--- src/rtl/axis_word_to_byte_tx_if.sv ---
// AXI-stream bundle (tvalid/tready/tdata/tkeep/tlast) shared by the word side and the byte side.
interface axis_word_to_byte_tx_if #(
  parameter int DATA_W = 32,
  parameter int KEEP_W = 4
) ();
  logic              tvalid;
  logic              tready;
  logic [DATA_W-1:0] tdata;
  logic [KEEP_W-1:0] tkeep;
  logic              tlast;

  modport master (output tvalid, tdata, tkeep, tlast, input tready);
  modport slave  (input tvalid, tdata, tkeep, tlast, output tready);
endinterface

--- src/rtl/axis_word_to_byte_tx.sv ---
// Buffers 32-bit response words and serialises them LSB byte first onto an 8-bit stream,
// folding a trailing empty tlast word into the m_tlast of the preceding byte.
module axis_word_to_byte_tx #(
  parameter int FIFO_DEPTH = 16,
  parameter int CNT_W      = 16,
  localparam int LVL_W     = $clog2(FIFO_DEPTH) + 1
) (
  input  logic                   clk,
  input  logic                   rstn,
  axis_word_to_byte_tx_if.slave  s_axis,
  axis_word_to_byte_tx_if.master m_axis,
  output logic [LVL_W-1:0]       fifo_level,
  output logic [CNT_W-1:0]       pkt_count,
  output logic [CNT_W-1:0]       drop_count
);
  localparam int AW = $clog2(FIFO_DEPTH);

  typedef enum logic [1:0] {IDLE, SHIFT, WAIT_NEXT} state_t;

  function automatic logic [2:0] nbytes(input logic [3:0] keep);
    if (keep[3])      return 3'd4;
    else if (keep[2]) return 3'd3;
    else if (keep[1]) return 3'd2;
    else if (keep[0]) return 3'd1;
    else              return 3'd0;
  endfunction

  logic [36:0]      mem [FIFO_DEPTH];
  logic [AW-1:0]    wr_ptr_q, rd_ptr_q;
  logic [LVL_W-1:0] mem_cnt_q;
  logic             head_vld_q;
  logic [36:0]      head_q;

  state_t           state_q, state_d;
  logic [31:0]      word_q, word_d;
  logic [2:0]       n_q, n_d, idx_q, idx_d;
  logic             last_q, last_d, sent_q, sent_d;
  logic [CNT_W-1:0] pkt_q, drop_q;

  logic       wr_en, head_pop, head_load, pkt_inc, drop_inc, m_valid, m_last, final_byte;
  logic [1:0] rel;
  logic [2:0] head_n;
  logic       head_empty_last;

  assign head_n          = nbytes(head_q[35:32]);
  assign head_empty_last = (head_q[35:32] == 4'b0000) && head_q[36];
  assign final_byte      = (idx_q == n_q - 3'd1);

  // Level includes the lookahead head word and the word being shifted out.
  assign fifo_level = mem_cnt_q + LVL_W'(head_vld_q) + LVL_W'(state_q != IDLE);
  assign s_axis.tready = rstn & ((fifo_level < LVL_W'(FIFO_DEPTH)) | (rel != 2'd0));
  assign wr_en         = s_axis.tvalid & s_axis.tready;
  assign head_load     = (mem_cnt_q != '0) && (!head_vld_q || head_pop);

  assign m_axis.tvalid = m_valid;
  assign m_axis.tdata  = word_q[7:0];
  assign m_axis.tlast  = m_last;
  assign m_axis.tkeep  = '1;
  assign pkt_count     = pkt_q;
  assign drop_count    = drop_q;

  // Storage and registered read are left unreset so they map onto block RAM.
  always_ff @(posedge clk) begin
    if (wr_en) mem[wr_ptr_q] <= {s_axis.tlast, s_axis.tkeep, s_axis.tdata};
    if (head_load) head_q <= mem[rd_ptr_q];
  end

  always_ff @(posedge clk or negedge rstn) begin
    if (!rstn) begin
      wr_ptr_q   <= '0;
      rd_ptr_q   <= '0;
      mem_cnt_q  <= '0;
      head_vld_q <= 1'b0;
      state_q    <= IDLE;
      word_q     <= '0;
      n_q        <= '0;
      idx_q      <= '0;
      last_q     <= 1'b0;
      sent_q     <= 1'b0;
      pkt_q      <= '0;
      drop_q     <= '0;
    end else begin
      if (wr_en)     wr_ptr_q <= wr_ptr_q + 1'b1;
      if (head_load) rd_ptr_q <= rd_ptr_q + 1'b1;
      mem_cnt_q  <= mem_cnt_q + LVL_W'(wr_en) - LVL_W'(head_load);
      head_vld_q <= head_load | (head_vld_q & ~head_pop);
      state_q    <= state_d;
      word_q     <= word_d;
      n_q        <= n_d;
      idx_q      <= idx_d;
      last_q     <= last_d;
      sent_q     <= sent_d;
      pkt_q      <= pkt_q + CNT_W'(pkt_inc);
      drop_q     <= drop_q + CNT_W'(drop_inc);
    end
  end

  always_comb begin
    state_d  = state_q;
    word_d   = word_q;
    n_d      = n_q;
    idx_d    = idx_q;
    last_d   = last_q;
    sent_d   = sent_q;
    head_pop = 1'b0;
    pkt_inc  = 1'b0;
    drop_inc = 1'b0;
    rel      = 2'd0;
    m_valid  = 1'b0;
    m_last   = 1'b0;
    unique case (state_q)
      IDLE: begin
        if (head_vld_q) begin
          head_pop = 1'b1;
          if (head_n == 3'd0) begin
            rel = 2'd1;
            if (head_q[36] && !sent_q) drop_inc = 1'b1;
            if (head_q[36]) sent_d = 1'b0;
          end else begin
            word_d  = head_q[31:0];
            n_d     = head_n;
            last_d  = head_q[36];
            idx_d   = 3'd0;
            state_d = SHIFT;
          end
        end
      end
      SHIFT: begin
        if (!final_byte) begin
          m_valid = 1'b1;
        end else if (last_q) begin
          m_valid = 1'b1;
          m_last  = 1'b1;
        end else if (head_vld_q) begin
          m_valid = 1'b1;
          m_last  = head_empty_last;
        end else begin
          state_d = WAIT_NEXT;
        end
        if (m_valid && m_axis.tready) begin
          word_d = word_q >> 8;
          idx_d  = idx_q + 3'd1;
          sent_d = 1'b1;
          if (final_byte) begin
            rel     = 2'd1;
            state_d = IDLE;
            if (m_last) begin
              pkt_inc = 1'b1;
              sent_d  = 1'b0;
            end
            if (!last_q && m_last) begin
              // Trailing empty tlast word retires together with this byte.
              head_pop = 1'b1;
              rel      = 2'd2;
            end else if (head_vld_q && head_n != 3'd0) begin
              head_pop = 1'b1;
              word_d   = head_q[31:0];
              n_d      = head_n;
              last_d   = head_q[36];
              idx_d    = 3'd0;
              state_d  = SHIFT;
            end
          end
        end
      end
      WAIT_NEXT: begin
        if (head_vld_q) state_d = SHIFT;
      end
      default: state_d = IDLE;
    endcase
  end
endmodule

--- src/flat_wrapper.sv ---
// flat-port wrapper written by rule: the top's interface ports become plain ports
module axis_word_to_byte_tx_flat 
#(
  parameter int FIFO_DEPTH = 16,
  parameter int CNT_W      = 16,
  localparam int LVL_W     = $clog2(FIFO_DEPTH) + 1
)
  (clk, rstn, fifo_level, pkt_count, drop_count, s_axis_tvalid, s_axis_tdata, s_axis_tkeep, s_axis_tlast, s_axis_tready, m_axis_tvalid, m_axis_tdata, m_axis_tkeep, m_axis_tlast, m_axis_tready);
  axis_word_to_byte_tx_if #(.DATA_W(32), .KEEP_W(4)) s_axis_i ();
  axis_word_to_byte_tx_if #(.DATA_W(8), .KEEP_W(1)) m_axis_i ();
  input  logic clk;
  input  logic rstn;
  output logic [LVL_W-1:0] fifo_level;
  output logic [CNT_W-1:0] pkt_count;
  output logic [CNT_W-1:0] drop_count;
  input wire logic [$bits(s_axis_i.tvalid)-1:0] s_axis_tvalid;
  input wire logic [$bits(s_axis_i.tdata)-1:0] s_axis_tdata;
  input wire logic [$bits(s_axis_i.tkeep)-1:0] s_axis_tkeep;
  input wire logic [$bits(s_axis_i.tlast)-1:0] s_axis_tlast;
  output wire logic [$bits(s_axis_i.tready)-1:0] s_axis_tready;
  output wire logic [$bits(m_axis_i.tvalid)-1:0] m_axis_tvalid;
  output wire logic [$bits(m_axis_i.tdata)-1:0] m_axis_tdata;
  output wire logic [$bits(m_axis_i.tkeep)-1:0] m_axis_tkeep;
  output wire logic [$bits(m_axis_i.tlast)-1:0] m_axis_tlast;
  input wire logic [$bits(m_axis_i.tready)-1:0] m_axis_tready;
  assign s_axis_i.tvalid = s_axis_tvalid;
  assign s_axis_i.tdata = s_axis_tdata;
  assign s_axis_i.tkeep = s_axis_tkeep;
  assign s_axis_i.tlast = s_axis_tlast;
  assign s_axis_tready = s_axis_i.tready;
  assign m_axis_tvalid = m_axis_i.tvalid;
  assign m_axis_tdata = m_axis_i.tdata;
  assign m_axis_tkeep = m_axis_i.tkeep;
  assign m_axis_tlast = m_axis_i.tlast;
  assign m_axis_i.tready = m_axis_tready;
  axis_word_to_byte_tx #(.FIFO_DEPTH(FIFO_DEPTH), .CNT_W(CNT_W)) u_core (.clk(clk), .rstn(rstn), .s_axis(s_axis_i), .m_axis(m_axis_i), .fifo_level(fifo_level), .pkt_count(pkt_count), .drop_count(drop_count));
endmodule
--- config.mk ---
export PLATFORM = sky130hd
export DESIGN_NAME = axis_word_to_byte_tx_flat
export DESIGN_NICKNAME = d
export VERILOG_FILES = /design/src/rtl/axis_word_to_byte_tx_if.sv /design/src/rtl/axis_word_to_byte_tx.sv /design/src/flat_wrapper.sv
export SDC_FILE = /design/constraint.sdc
export NUM_CORES = 1
export LEC_CHECK = 0
export BUFFER_PORTS_ARGS = -buffer_cell sky130_fd_sc_hd__buf_2
export CAP_MARGIN = 20
export CORE_MARGIN = 10
export CORE_UTILIZATION = 35
export DETAILED_ROUTE_END_ITERATION = 10
export PLACE_DENSITY = 0.58
export SLEW_MARGIN = 20
export SYNTH_ARGS = -nofsm -noshare
export SYNTH_HDL_FRONTEND = slang
export SYNTH_SLANG_ARGS = --single-unit
--- constraint.sdc ---
create_clock -name clk -period 6.25 [get_ports clk]
set_input_delay 1.25 -clock clk [delete_from_list [all_inputs] [get_ports clk]]
set_output_delay 1.25 -clock clk [all_outputs]
set_load 0.03 [all_outputs]
==> results_dict.tcl, run 1 <==
set metrics [dict create \
    status "completed" \
    dp_hpwl_mm 33.9 \
    synth_ff_type "edfxtp_1" \
    async_flop_share_pct 12.3 \
    synth_top_area_share_pct 67.4 \
    finalSetupViolCount 0 \
    p_per_area_mw_per_mm2 437 \
    reg2reg_from "u_core.state_q[0]" \
    finalNonFillerCells 2616 \
    cp_cell_sequence "nor2_1 -> inv_1 -> fa_1 -> ha_1 -> nand2_1 -> xnor2_1 -> o311a_4 -> nor2b_1 -> buf_2" \
    place_congestion 0.759 \
    cap_viol_max_count 0 \
    tightest_slew_ps 970 \
    worst-setup-path-type "reg2out" \
    post-route-util_pct 40.6 \
    clkLatencyLatePin_ps 620 \
    whs_path_depth 1 \
    ant_nets 0 \
    place_inst 2479 \
    start_util_pct 35.4 \
    cp-startpoint "u_core.state_q[0]" \
    track_usage_pct 13.1 \
    postCtsSetupBuffers 0 \
    synth_area_leader_cell "edfxtp_1" \
    syn_avg_cell_area_sq_um 20.2 \
    cp_num_buf_inv 2 \
    synth.area.top_cells "edfxtp_1 (67%), mux4_2 (12%), dfrtp_1 (7.9%), mux2i_1 (2.2%), a211oi_1 (0.99%)" \
    ff2ff_path_depth 10 \
    ios 90 \
    vias_per_cell 5.06 \
    hold_violations 0 \
    crit_family "adder cells" \
    hold_buffers 0 \
    synth-seq-cells 717 \
    grt_max_degree 79 \
    clock_sinks 717 \
    rsz0062_at_grt "false" \
    yosysMostFrequentCell "edfxtp_1" \
    die_h_um 303 \
    grt_overflow 0 \
    first_global_vias 14000 \
    area_growth_pct 14.8 \
    ctsResizeCount 0 \
    fmax_mhz 247 \
    fin_skew_ps 34.6 \
    die_w_um 303 \
    setup_tns_ps 0 \
    wl_per_cell_um 22.8 \
    slew_headroom_pct 35.3 \
    antenna_found_initial 5 \
    nets 1570 \
    syn_inst 1389 \
    drtIter0Drc 924 \
    slew_violations 0 \
    synth_cell_types 50 \
    vias 13200 \
    startpoint_type "flip-flop" \
    cp.required_ps 5000 \
    drive_above_1_share_pct 26.0 \
    synth_nets 1452 \
    arrival_ps 2800 \
    synthTopCellsByCount "edfxtp_1 (629), mux4_2 (148), dfrtp_1 (88)" \
    cts_root_buffer "clkbuf_16" \
    clk_pin_slew_worst_paths_ps 60 \
    num-fill-cells 7014 \
    numCtsBuffers 75 \
    yosysSeqAreaShare_pct 75.3 \
    coreArea_sq_mm 0.0791 \
    ir_worst_vdd_uv 303 \
    cts_buffer_depth 3 \
    yosysWarningCount 0 \
    synth-edff-count 629 \
    cp-end-kind "output port" \
    hp-start "u_core.head_q[31]" \
    path_max_fanout 9 \
    design.die.area_sq_mm 0.0917 \
    io_buffers 88 \
    h-tree-depth 3 \
    grt_pass1_wl_mm 90.4 \
    syn_area_sq_mm 0.0280 \
    crit_cells 9 \
    hold_path_class "reg2reg" \
    leakage_nw 10.8 \
    drcViolationCount 0 \
    wl_mm 59.6 \
    critPathSlowestCell "dfrtp_1" \
    whs_ps 456 \
    tritoncts "done" \
    rows 103 \
    slowest_delay_ps 450 \
    period_share_pct 64.7 \
    fin_crit_ps 4050 \
    first_pass_iters 4 \
]
flip-flops by register name, indices dropped and copies added, names as in the netlist:
name,count
u_core.mem,592
u_core.head_q,37
u_core.word_q,32
u_core.drop_count,16
u_core.pkt_count,16
u_core.mem_cnt_q,5
u_core.rd_ptr_q,4
u_core.wr_ptr_q,4
u_core.idx_q,3
u_core.n_q,3
u_core.state_q,2
u_core.head_vld_q,1
u_core.last_q,1
u_core.sent_q,1
worst paths after layout:
path                       slack [ps]              endpoint
max                              2200         s_axis_tready
min                               460     u_core.word_q[31]
max reg2reg                      2710    u_core.mem[12][23]
min reg2reg                       460     u_core.word_q[31]
max in group asynchronous        4410    u_core.rd_ptr_q[0]
min in group asynchronous         540  u_core.drop_count[7]
final cells by class:
type	count	area [sq um]	area share (%)
inverters	14	52.6	0.163
clock buffers	101	2050	6.36
well taps	1050	1310	4.09
multi-input cells	581	6510	20.3
repair buffers	118	726	2.26
clock inverters	34	392	1.22
flip-flops and latches	717	21100	65.6
diodes	1	2.50	0.00778
power breakdown:
group / switching (mW) / internal (mW) / leakage [nW]
registers: 0.436 / 5.71 / 6.81
logic: 1.86 / 1.64 / 2.78
clock network: 1.79 / 2.60 / 1.18
total: 4.09 / 9.95 / 10.8
cell families (layout without fill, tap and decap cells):
kind of cell / count (synthesis) / in the layout / share of synthesized area (%)
AOI/OAI and AO/OA: 131 / 131 / 3.01
DFF: 717 / 717 / 75.3
other: 1 / 2 / 0.0134
xor gates and xnor gates: 44 / 44 / 1.43
adders and majority gates: 22 / 22 / 1.04
and+or+nand+nor: 167 / 167 / 3.24
muxes: 216 / 216 / 14.4
buffers and inverters: 91 / 267 / 1.59
routing by layer:
metal,global-route usage [%],vias to the layer above,wire length [um]
met2,22.1,295,29800
met5,0,-,21
met1,17.0,7002,25700
li1,-,5839,-
met4,3.85,4,1320
met3,2.45,95,2740
layout by cell type, fill, tap and decap left out, types with 13 or more instances in the layout:
master / n
edfxtp_1: 629
mux4_2: 148
buf_2: 87
dfrtp_1: 84
clkbuf_16: 76
mux2i_1: 62
a21oi_1: 45
nor2b_1: 42
nand2_1: 37
a211oi_1: 37
buf_4: 27
o21ai_0: 26
xnor2_1: 25
nor2_1: 21
nand3_1: 21
ha_1: 20
clkbuf_1: 20
xor2_1: 18
inv_1: 13
worst reg2reg max path, stage by stage, from the launching register on:
cell     delay (ps)
dfrtp_1         450
nor2_1          180
inv_1           140
fa_1            410
ha_1            220
nand2_1          80
xnor2_1          90
o311a_4         180
nor2_4          270
and4_2          670
buf_4           490
per-stage QoR:
stage | power (mW) | cell area, sq um | worst slack [ps]
floorplan | 8.78 | 28000 | 342
global placement | 9.78 | 29700 | 2500
detailed placement | 9.81 | 29700 | 2460
CTS | 14.2 | 32100 | 2100
global route | 14.7 | 32100 | 2040
finish | 14.0 | 32100 | 2200
Power figures use the tool's default switching activity.
==> inputs of run 2 (changes only) <==
- ABC_AREA: default -> 1
- PLACE_DENSITY: 0.58 -> 0.6
- clock period: 6.25 -> 3.7 ns (I/O delays scaled with it)
==> run 2 against run 1 <==
Die area is 3.5% higher. Synthesized cell count grew 70%. Clock skew grew 17 ps. Final cell count up 37%. Sequential power rose by 62%. Total power is 85% higher. Global-route usage up 2.6 points. Register-to-register slack worse by 2500 ps. Core utilization is 0.56 points higher. Count of clock-buffer cells in the layout fell by 10. Critical path type is now reg2reg. Critical path depth rose by 3.
==> results_dict.tcl, run 2 <==
set metrics [dict create \
    status "completed" \
    leakage_nw 12.1 \
    largest_reg_flops 592 \
    io_buffers 88 \
    rows 105 \
    drcViolationCount 0 \
    fin_skew_ps 51.9 \
    synth.area.top_cells "edfxtp_1 (65%), dfrtp_1 (7.6%), o21ai_0 (6.3%), nor2_1 (4.8%), nand2_1 (3.7%)" \
    design.die.area_sq_mm 0.0950 \
    slew_violations 0 \
    clock_sinks 717 \
    cap_viol_max_count 0 \
    synth-seq-cells 717 \
    grt_pass1_wl_mm 114 \
    cp-end-kind "flip-flop" \
    fmax_mhz 285 \
    fin_crit_ps 3500 \
    fin_area_sq_mm 0.0339 \
    syn_inst 2364 \
    cp-startpoint "u_core.state_q[0]" \
    yosysSeqAreaShare_pct 72.6 \
    ios 90 \
    async_flop_share_pct 12.3 \
    yosysWarningCount 0 \
    nets 2513 \
    hold_buffers 0 \
    area_growth_pct 16.6 \
    drive_above_1_share_pct 13.0 \
    syn_avg_cell_area_sq_um 12.3 \
    numCtsBuffers 78 \
    synth_nets 2427 \
    clkLatencyLatePin_ps 640 \
    hold_path_class "in2async" \
    dp_hpwl_mm 45.8 \
    cts_root_buffer "clkbuf_16" \
    placed_area_sq_mm 0.0310 \
    place_congestion 0.815 \
    die_h_um 308 \
    tightest_slew_ps 1140 \
    cts_buffer_depth 3 \
    yosysMostFrequentCell "edfxtp_1" \
    coreArea_sq_mm 0.0822 \
    synth_area_leader_cell "edfxtp_1" \
    mostFrequentLayoutCell "edfxtp_1" \
    ant_nets 0 \
    first_global_vias 18400 \
    slew_headroom_pct 23.8 \
    drtIter0Drc 1659 \
    worst-setup-path-type "reg2reg" \
    cp.required_ps 4000 \
    grt_overflow 0 \
    finalSetupViolCount 0 \
    track_usage_pct 15.6 \
    die_w_um 308 \
    p_per_area_mw_per_mm2 765 \
    path_max_fanout 20 \
    post-route-util_pct 41.2 \
    vias 19100 \
    grt_max_degree 158 \
    synth_ff_type "edfxtp_1" \
    start_util_pct 35.3 \
    tritoncts "done" \
    synthTopCellsByCount "edfxtp_1 (629), nor2_1 (370), o21ai_0 (363)" \
    wl_per_cell_um 21.5 \
    arrival_ps 3800 \
    final_cell_mix "edfxtp_1 (629), nor2_1 (370), o21ai_0 (363), nand2_1 (289), o22ai_1 (173)" \
    hold_violations 0 \
    reg2reg_from "u_core.state_q[0]" \
    synth_top_area_share_pct 65.0 \
    ir_worst_vdd_uv 492 \
    wl_mm 77.1 \
    top_regs "u_core.mem (592), u_core.head_q (37), u_core.word_q (32)" \
    synth_cell_types 36 \
    vias_per_cell 5.34 \
    h-tree-depth 3 \
    antenna_found_initial 4 \
    startpoint_type "flip-flop" \
    first_pass_iters 5 \
    rsz0062_at_grt "false" \
    syn_area_sq_mm 0.0291 \
    regMostFlops "u_core.mem" \
    synth-edff-count 629 \
    power_mw 25.9 \
    clk_pin_slew_worst_paths_ps 60 \
    period_share_pct 94.7 \
    antennaDiodeCount 0 \
]
-- run 2: report_power, final --
group / total [mW] / internal (mW) / leakage [nW] / switching [mW]
clock: 8.00 / 4.68 / 1.30 / 3.32
sequential: 9.96 / 9.61 / 6.82 / 0.345
combinational: 7.95 / 2.28 / 4.00 / 5.67
-- run 2: cell families (layout without fill, tap and decap cells) --
kind of cell | after synthesis | after routing | synth area share [%]
xor+xnor | 40 | 40 | 1.21
buf+inv | 208 | 359 | 3.06
flops | 717 | 717 | 72.6
fa+ha+maj | 22 | 22 | 0.999
compound gates | 619 | 619 | 11.7
simple gates | 757 | 758 | 10.4
other cells | 1 | 1 | 0.0129
-- run 2: through the flow --
| step | setup TNS (ps) | cells | worst slack [ps] | hold slack, ps |
|---|---|---|---|---|
| finish | 0 | 3586 | 197 | 247 |
| global route | 0 | 3586 | 5.08 | 294 |
| CTS | 0 | 3576 | 5.35 | 259 |
| detailed placement | 0 | 3428 | 6.57 | 460 |
| global placement | 0 | 3428 | 73.2 | 457 |
| floorplan | -166750 | 2364 | -303 | 442 |
-- run 2: metal layers --
layer	share of wire (%)	wire length [um]	vias up	GRT usage [%]
li1	-	-	8727	-
met1	43	33200	9476	21.4
met2	46	35100	789	24.2
met3	8.7	6700	138	3.76
met4	2.8	2140	4	5.10
met5	0.026	20	-	0
-- run 2: timing repair --
item                                    CTS  global route
setup buffers                             2             2
endpoints found under the setup margin   24            20
gates cloned                              0             2
pin swaps                                 2             2
resized for setup                         0             2
-- run 2: final cells by class --
class	instances	area, sq um
fill	7556	48400
tap	1070	1340
sequential	717	21100
clock buffer	91	2010
timing repair buffer	164	1280
multi-input combinational	1440	7290
clock inverter	55	659
inverter	49	196
-- run 2: path summary, 6_finish.rpt --
| path | cells past startpoint | end | slack [ps] |
|---|---|---|---|
| min in group clk | 3 | u_core.sent_q | 380 |
| worst max-delay path | 12 | u_core.mem[13][5] | 200 |
| max in group asynchronous | 3 | u_core.rd_ptr_q[0] | 2340 |
| worst min register to register | 2 | u_core.n_q[1] | 470 |
| worst max register to register | 12 | u_core.mem[13][5] | 200 |
| worst min-delay path | 2 | u_core.word_q[3] | 250 |
-- run 2: worst max-delay path, stage by stage, from the launching register on --
cell      delay (ps)
dfrtp_1          390
nor2_2           120
inv_1             80
fa_1             400
ha_1             220
nand2_1          100
xor2_2            80
a21boi_1         130
o21ai_1          140
nand3_2          140
buf_12           180
nor3_4           860
buf_12           270
